$ cat src/rtl/food_placer_pkg.sv
// Grid constants, FSM state encodings and a bounds helper for the food placer.
// FOOD_SCAN_FALLBACK_EN adds the linear-scan fallback state to the encoding.
`ifndef GRID_WIDTH
`define GRID_WIDTH 16
`endif
`ifndef GRID_HEIGHT
`define GRID_HEIGHT 12
`endif
`ifndef FOOD_MAX_TRIES
`define FOOD_MAX_TRIES 16
`endif

package food_placer_pkg;
    localparam int GRID_W     = `GRID_WIDTH;
    localparam int GRID_H     = `GRID_HEIGHT;
    localparam int GRID_CELLS = GRID_W * GRID_H;
    localparam int Y_W        = $clog2(GRID_H);
    localparam int X_W        = $clog2(GRID_W);
    localparam int SCAN_W     = $clog2(GRID_CELLS + 1);

    // Encodings are shared with the controller's debug display; keep them fixed.
    typedef enum logic [1:0] {
        ST_IDLE      = 2'd0,
        ST_LOAD      = 2'd1,
        ST_QUERY     = 2'd2
`ifdef FOOD_SCAN_FALLBACK_EN
        , ST_SCAN_STEP = 2'd3
`endif
    } state_t;

    function automatic logic in_grid(input logic [Y_W-1:0] y, input logic [X_W-1:0] x);
        return (int'(y) < GRID_H) && (int'(x) < GRID_W);
    endfunction
endpackage

$ cat src/rtl/food_placer_if.sv
// Occupancy query bus between the food placer (master) and the snake body store (slave).
interface food_placer_if;
    import food_placer_pkg::*;

    // occ_req is the valid: once raised it holds with stable occ_y/occ_x until the
    // cycle occ_ack is high (which may be the first one); occ_hit counts only then.
    logic           occ_req;
    logic [Y_W-1:0] occ_y;
    logic [X_W-1:0] occ_x;
    logic           occ_ack;
    logic           occ_hit;

    modport master (output occ_req, occ_y, occ_x, input occ_ack, occ_hit);
    modport slave  (input occ_req, occ_y, occ_x, output occ_ack, occ_hit);
endinterface

$ cat src/rtl/food_scan_counter.sv
// Row-major wrapping cell stepper plus a visited-cell count for the linear scan.
// Only instantiated when FOOD_SCAN_FALLBACK_EN is defined.
module food_scan_counter
    import food_placer_pkg::*;
(
    input  logic           clk,
    input  logic           rst,
    input  logic           clear,
    input  logic           step,
    input  logic [Y_W-1:0] y,
    input  logic [X_W-1:0] x,
    output logic [Y_W-1:0] next_y,
    output logic [X_W-1:0] next_x,
    output logic           active,
    output logic           done
);
    logic [SCAN_W-1:0] count;

    always_ff @(posedge clk) begin
        if (rst || clear) begin
            count <= '0;
        end else if (step) begin
            count <= count + SCAN_W'(1);
        end
    end

    assign active = (count != '0);
    assign done   = (count == SCAN_W'(GRID_CELLS));

    // An out-of-grid starting cell restarts the walk at the origin.
    always_comb begin
        next_y = y;
        next_x = x + X_W'(1);
        if (int'(y) >= GRID_H) begin
            next_y = '0;
            next_x = '0;
        end else if (int'(x) >= GRID_W - 1) begin
            next_x = '0;
            next_y = (int'(y) >= GRID_H - 1) ? '0 : y + Y_W'(1);
        end
    end
endmodule

$ cat src/rtl/food_placer.sv
// Turns randomizer candidates into one committed food cell, retrying on occupied cells.
// FOOD_SCAN_FALLBACK_EN enables the linear scan and BoardFull after MAX_TRIES misses.
module food_placer
    import food_placer_pkg::*;
#(
    parameter int MAX_TRIES = `FOOD_MAX_TRIES
) (
    input  logic           clk,
    input  logic           rst,
    input  logic           place_req,
    input  logic [Y_W-1:0] cand_y,
    input  logic [X_W-1:0] cand_x,
    food_placer_if.master  occ,
    output logic [Y_W-1:0] food_y,
    output logic [X_W-1:0] food_x,
    output logic           food_valid,
    output logic           busy,
    output logic           board_full,
    output state_t         dbg_state
);
    localparam int TRY_W = $clog2(MAX_TRIES + 1);

    state_t           state, state_nxt;
    logic [TRY_W-1:0] tries, tries_inc;
    logic [Y_W-1:0]   cur_y, step_y;
    logic [X_W-1:0]   cur_x, step_x;
    logic             start, load_cand, try_inc, try_clear, scan_step, commit, full_pulse;
    logic             cand_ok, load_last, query_last;

    assign tries_inc  = tries + TRY_W'(1);
    assign cand_ok    = in_grid(cand_y, cand_x);
    assign load_last  = (tries_inc == TRY_W'(MAX_TRIES));
    assign query_last = (tries == TRY_W'(MAX_TRIES));

`ifdef FOOD_SCAN_FALLBACK_EN
    logic scan_active, scan_done;

    food_scan_counter u_scan (
        .clk    (clk),
        .rst    (rst),
        .clear  (start),
        .step   (scan_step),
        .y      (cur_y),
        .x      (cur_x),
        .next_y (step_y),
        .next_x (step_x),
        .active (scan_active),
        .done   (scan_done)
    );
`else
    assign step_y = cur_y;
    assign step_x = cur_x;
`endif

    always_comb begin
        state_nxt  = state;
        start      = 1'b0;
        load_cand  = 1'b0;
        try_inc    = 1'b0;
        try_clear  = 1'b0;
        scan_step  = 1'b0;
        commit     = 1'b0;
        full_pulse = 1'b0;
        case (state)
            ST_IDLE: begin
                if (place_req) begin
                    start     = 1'b1;
                    try_clear = 1'b1;
                    state_nxt = ST_LOAD;
                end
            end
            ST_LOAD: begin
                load_cand = 1'b1;
                try_inc   = 1'b1;
                if (cand_ok) begin
                    state_nxt = ST_QUERY;
                end else if (load_last) begin
`ifdef FOOD_SCAN_FALLBACK_EN
                    state_nxt = ST_SCAN_STEP;
`else
                    try_clear = 1'b1;
`endif
                end
            end
            ST_QUERY: begin
                if (occ.occ_ack) begin
                    if (!occ.occ_hit) begin
                        commit    = 1'b1;
                        state_nxt = ST_IDLE;
                    end
`ifdef FOOD_SCAN_FALLBACK_EN
                    // Once scanning, every further hit keeps stepping until the grid is exhausted.
                    else if (scan_done) begin
                        full_pulse = 1'b1;
                        state_nxt  = ST_IDLE;
                    end else if (scan_active || query_last) begin
                        state_nxt = ST_SCAN_STEP;
                    end
`else
                    else if (query_last) begin
                        try_clear = 1'b1;
                        state_nxt = ST_LOAD;
                    end
`endif
                    else begin
                        state_nxt = ST_LOAD;
                    end
                end
            end
`ifdef FOOD_SCAN_FALLBACK_EN
            ST_SCAN_STEP: begin
                scan_step = 1'b1;
                state_nxt = ST_QUERY;
            end
`endif
            default: state_nxt = ST_IDLE;
        endcase
    end

    always_ff @(posedge clk) begin
        if (rst) begin
            state      <= ST_IDLE;
            tries      <= '0;
            cur_y      <= '0;
            cur_x      <= '0;
            food_y     <= '0;
            food_x     <= '0;
            food_valid <= 1'b0;
            board_full <= 1'b0;
        end else begin
            state      <= state_nxt;
            board_full <= full_pulse;
            if (try_clear) begin
                tries <= '0;
            end else if (try_inc) begin
                tries <= tries_inc;
            end
            if (load_cand) begin
                cur_y <= cand_y;
                cur_x <= cand_x;
            end else if (scan_step) begin
                cur_y <= step_y;
                cur_x <= step_x;
            end
            if (start) begin
                food_valid <= 1'b0;
            end
            if (commit) begin
                food_y     <= cur_y;
                food_x     <= cur_x;
                food_valid <= 1'b1;
            end
        end
    end

    assign occ.occ_req = (state == ST_QUERY);
    assign occ.occ_y   = cur_y;
    assign occ.occ_x   = cur_x;
    assign busy        = (state != ST_IDLE);
    assign dbg_state   = state;
endmodule

$ cat src/flat_wrapper.sv
// flat-port wrapper written by rule: the top's interface ports become plain ports
module food_placer_flat import food_placer_pkg::*;
#(
    parameter int MAX_TRIES = `FOOD_MAX_TRIES
)
  (clk, rst, place_req, cand_y, cand_x, food_y, food_x, food_valid, busy, board_full, dbg_state, occ_occ_req, occ_occ_y, occ_occ_x, occ_occ_ack, occ_occ_hit);
  food_placer_if occ_i ();
  input  logic clk;
  input  logic rst;
  input  logic place_req;
  input  logic [Y_W-1:0] cand_y;
  input  logic [X_W-1:0] cand_x;
  output logic [Y_W-1:0] food_y;
  output logic [X_W-1:0] food_x;
  output logic food_valid;
  output logic busy;
  output logic board_full;
  output state_t dbg_state;
  output wire logic [$bits(occ_i.occ_req)-1:0] occ_occ_req;
  output wire logic [$bits(occ_i.occ_y)-1:0] occ_occ_y;
  output wire logic [$bits(occ_i.occ_x)-1:0] occ_occ_x;
  input wire logic [$bits(occ_i.occ_ack)-1:0] occ_occ_ack;
  input wire logic [$bits(occ_i.occ_hit)-1:0] occ_occ_hit;
  assign occ_occ_req = occ_i.occ_req;
  assign occ_occ_y = occ_i.occ_y;
  assign occ_occ_x = occ_i.occ_x;
  assign occ_i.occ_ack = occ_occ_ack;
  assign occ_i.occ_hit = occ_occ_hit;
  food_placer #(.MAX_TRIES(MAX_TRIES)) u_core (.clk(clk), .rst(rst), .place_req(place_req), .cand_y(cand_y), .cand_x(cand_x), .occ(occ_i), .food_y(food_y), .food_x(food_x), .food_valid(food_valid), .busy(busy), .board_full(board_full), .dbg_state(dbg_state));
endmodule
$ cat config.mk
export PLATFORM = sky130hd
export DESIGN_NAME = food_placer_flat
export DESIGN_NICKNAME = d
export VERILOG_FILES = /design/src/rtl/food_placer_pkg.sv /design/src/rtl/food_placer_if.sv /design/src/rtl/food_scan_counter.sv /design/src/rtl/food_placer.sv /design/src/flat_wrapper.sv
export SDC_FILE = /design/constraint.sdc
export NUM_CORES = 1
export LEC_CHECK = 0
export BUFFER_PORTS_ARGS = -buffer_cell sky130_fd_sc_hd__buf_2
export CELL_PAD_IN_SITES_DETAIL_PLACEMENT = 0
export CELL_PAD_IN_SITES_GLOBAL_PLACEMENT = 2
export CORE_AREA = 2 2 59 61
export DETAILED_ROUTE_END_ITERATION = 6
export DIE_AREA = 0 0 61 63
export GPL_ROUTABILITY_DRIVEN = 0
export PLACE_DENSITY_LB_ADDON = 0.15
export SETUP_SLACK_MARGIN = 0.1
export SYNTH_ARGS = -nofsm -noshare
export SYNTH_HDL_FRONTEND = slang
export SYNTH_SLANG_ARGS = --single-unit
$ cat constraint.sdc
create_clock -name clk -period 1.4 [get_ports clk]
set_clock_uncertainty 0.1 [all_clocks]
set_input_delay 0.07 -clock clk [delete_from_list [all_inputs] [get_ports clk]]
set_output_delay 0.07 -clock clk [all_outputs]
set_load 0.05 [all_outputs]
==> summary.txt <==
Die
  – Chip width: 61 µm
  – Core ar.: 3230 µm²
  – Rows: 21
  – Top Ports: 35
  – Die Ht: 63 µm
  – Die area: 3840 µm²
  – Initial Util: 0.228

Logic synthesis
  – Post-synth ARST share: 0
  – Area contributors post-synth: dfxtp_1 (52%), mux2i_1 (12%), nand2_1 (8.7%)
  – Cell taking the most area after synthesis: dfxtp_1
  – Largest family of logic cells by synthesized area: simple AND/OR/NAND/NOR gates
  – Cells after Synth: 81
  – Yosys reg bits: 19
  – Fraction of the mapped netlist area in adder cells: 0
  – Register area share after synthesis: 0.517
  – Synth cell types: 19
  – Top FF cell, synth: dfxtp_1
  – Synthesized area per cell: 9.08 µm²
  – Simple-gate share of the synthesized area: 0.226
  – Number of flops mapped to enable cells by yosys: 0
  – Post-synthesis mux area share: 0.122
  – Synth warnings: 0
  – Synth Area in XOR/XNOR: 0
  – Area of the mapped netlist: 736 µm²
  – Synth Area in Compound Gates: 0.0799
  – Mapped Nets: 94
  – Post-synth top area share: 0.517

Run status
  – Outcome: finished, final reports clean

Place
  – DPL Wire Length: 1290 µm
  – Area after DPL: 955 µm²
  – Pre-CTS WS: 0.104 ns
  – Number of buffers added on ports: 33
  – Cells after DPL: 157

Timing
  – Hold slack: 0.0547 ns
  – Fmax: 779 MHz
  – Tcrit/Tclk final: 0.917
  – Max Slew Vio Count: 0
  – Finish-stage setup viols: 0
  – Worst setup margin: 0.116 ns
  – RSZ-0062 raised after global routing: true
  – Minimum clock period: 1.28 ns
  – Post-route setup TNS: 0 ns
  – Hold Vio Cnt, Final: 0

Clock tree
  – Root buffer cell: clkbuf_4
  – Worst-path clk slew: 0.11 ns
  – CTS tree: done
  – Clock sinks: 19
  – CTS H-tree lvls: 1
  – CTS max path bufs: 2
  – Worst-Skew Late Latency: 0.29 ns
  – Inserted Clock Buffers: 3

Power
  – Clk pwr share: 0.251
  – Net switching power: 340 µW
  – Static leakage: 0.487 nW
  – P_int: 756 µW
  – Pwr Total: 1.10 mW
  – Peak VDD IR: 0.502 mV
  – Flop pwr share: 0.526
  – Power per cell area: 995 nW/µm²
  – Combinational share of power: 0.223
  – Sw Share: 0.310

Hold path
  – Worst min path class: in -> reg
  – Worst Hold Path Cells: 2

Global route
  – Largest net degree at the start of global routing: 20
  – Vias in the first global route: 624
  – GRT overflow: 0
  – Initial antenna violation count: 0
  – Total GRT Usage: 0.0967
  – First-pass GRT wire length: 2760 µm

Setup path
  – Reg2Reg Depth: 4
  – WP data arrival: 1.37 ns
  – CP max FO: 7
  – Required @ worst endpoint: 1.49 ns
  – Setup Crit Path Kind: reg -> reg
  – Critical Path End Type: flip-flop
  – Startpoint Class: flip-flop

Flow run
  – Number of max-cap violations: 0

Drt
  – # DRC: 0
  – Drt first pass iters: 4
  – DR vias/cell: 3.99
  – First DRT Iteration DRCs: 18
  – Final Routed Wirelength: 1790 µm
  – Routed WL per cell: 10.4 µm
  – Via count: 683
  – Routed Antenna Nets: 0

Cells and area
  – Footprint of the multi-input gates: 325 µm²
  – Final instance area: 1100 µm²
  – Fin util: 0.341
  – Layout Cells excl Fill: 171
  – Register Area: 388 µm²
  – Share of post-route cells with drive strength above 1: 0.392
  – Area growth syn-to-layout: 49.7%
  – Fillcell total: 367
  – Post-layout nets: 139
  – Ant diodes: 0
-- power by group through the flow --
stage	combinational (mW)	clock, mW	sequential [mW]
floorplan	0.0915	0	0.654
global placement	0.213	0	0.590
detailed placement	0.212	0	0.590
CTS	0.248	0.291	0.577
global route	0.263	0.321	0.580
finish	0.245	0.275	0.576
-- layout make-up --
class	instances	share of cell area
clock buffers	3	0.0205
clock inverters	1	0.00455
multi-input cells	56	0.295
flip-flops and latches	19	0.352
well taps	46	0.0523
repair buffers	46	0.275
-- worst max-delay path, cell delays in order, from the launching register on --
cell      delay [ns]
dfxtp_4         0.38
and4bb_2        0.33
buf_6           0.14
mux2i_1         0.18
nor2_1          0.05
-- per-layer routing --
layer	share of wire	vias up	track usage
met4	0.010	0	0.0245
met5	0	-	0
met2	0.48	24	0.161
li1	-	354	-
met1	0.44	303	0.111
met3	0.067	2	0.0414
-- cells in the mapped netlist (all sizes together) (2+ instances only) --
| master | n |
|---|---|
| a21oi | 10 |
| buf | 4 |
| clkbuf | 2 |
| dfxtp | 19 |
| mux2i | 9 |
| nand2 | 17 |
| nor2 | 10 |
-- cells by family after synthesis --
logic type | after synthesis
AND/OR/NAND/NOR | 35
flip-flops | 19
AO/OA/AOI/OAI | 11
multiplexers | 9
buffers and inverters | 6
other | 1
-- path summary, 6_finish.rpt --
kind | slack [ns] | to | startpoint
worst max-delay path | 0.12 | u_core.food_y[2] | u_core.dbg_state[0]
worst min-delay path | 0.05 | u_core.food_y[0] | rst
worst max register to register | 0.12 | u_core.food_y[2] | u_core.dbg_state[0]
worst min register to register | 0.37 | u_core.occ.occ_x[3] | u_core.occ.occ_x[3]
-- sequential cells by signal, indices dropped and copies added (netlist names) --
name               cells
u_core.dbg_state       2
u_core.food_valid      1
u_core.food_x          4
u_core.food_y          4
u_core.occ.occ_x       4
u_core.occ.occ_y       4
-- cell usage in the layout, fill, tap and decap left out --
cell,instances
buf_2,32
nand2_1,17
dfxtp_1,17
a21oi_1,10
nor2_1,10
mux2i_1,9
dlygate4sd3_1,9
clkbuf_4,3
buf_6,2
buf_4,2
dfxtp_4,2
or2_4,1
nor2b_2,1
and2b_2,1
nand2b_1,1
nor3b_1,1
and4bb_2,1
or3b_2,1
o22a_1,1
nor3_2,1
conb_1,1
clkinv_2,1
buf_8,1
-- repair_timing --
action                     in CTS  in global routing
pin swaps                       0                  1
hold endpoints to repair       10                  0
setup endpoints to repair       3                  9
setup buffers                   1                  0
hold buffers                    9                  0
resized for setup               5                  2
Power figures use the tool's default switching activity.
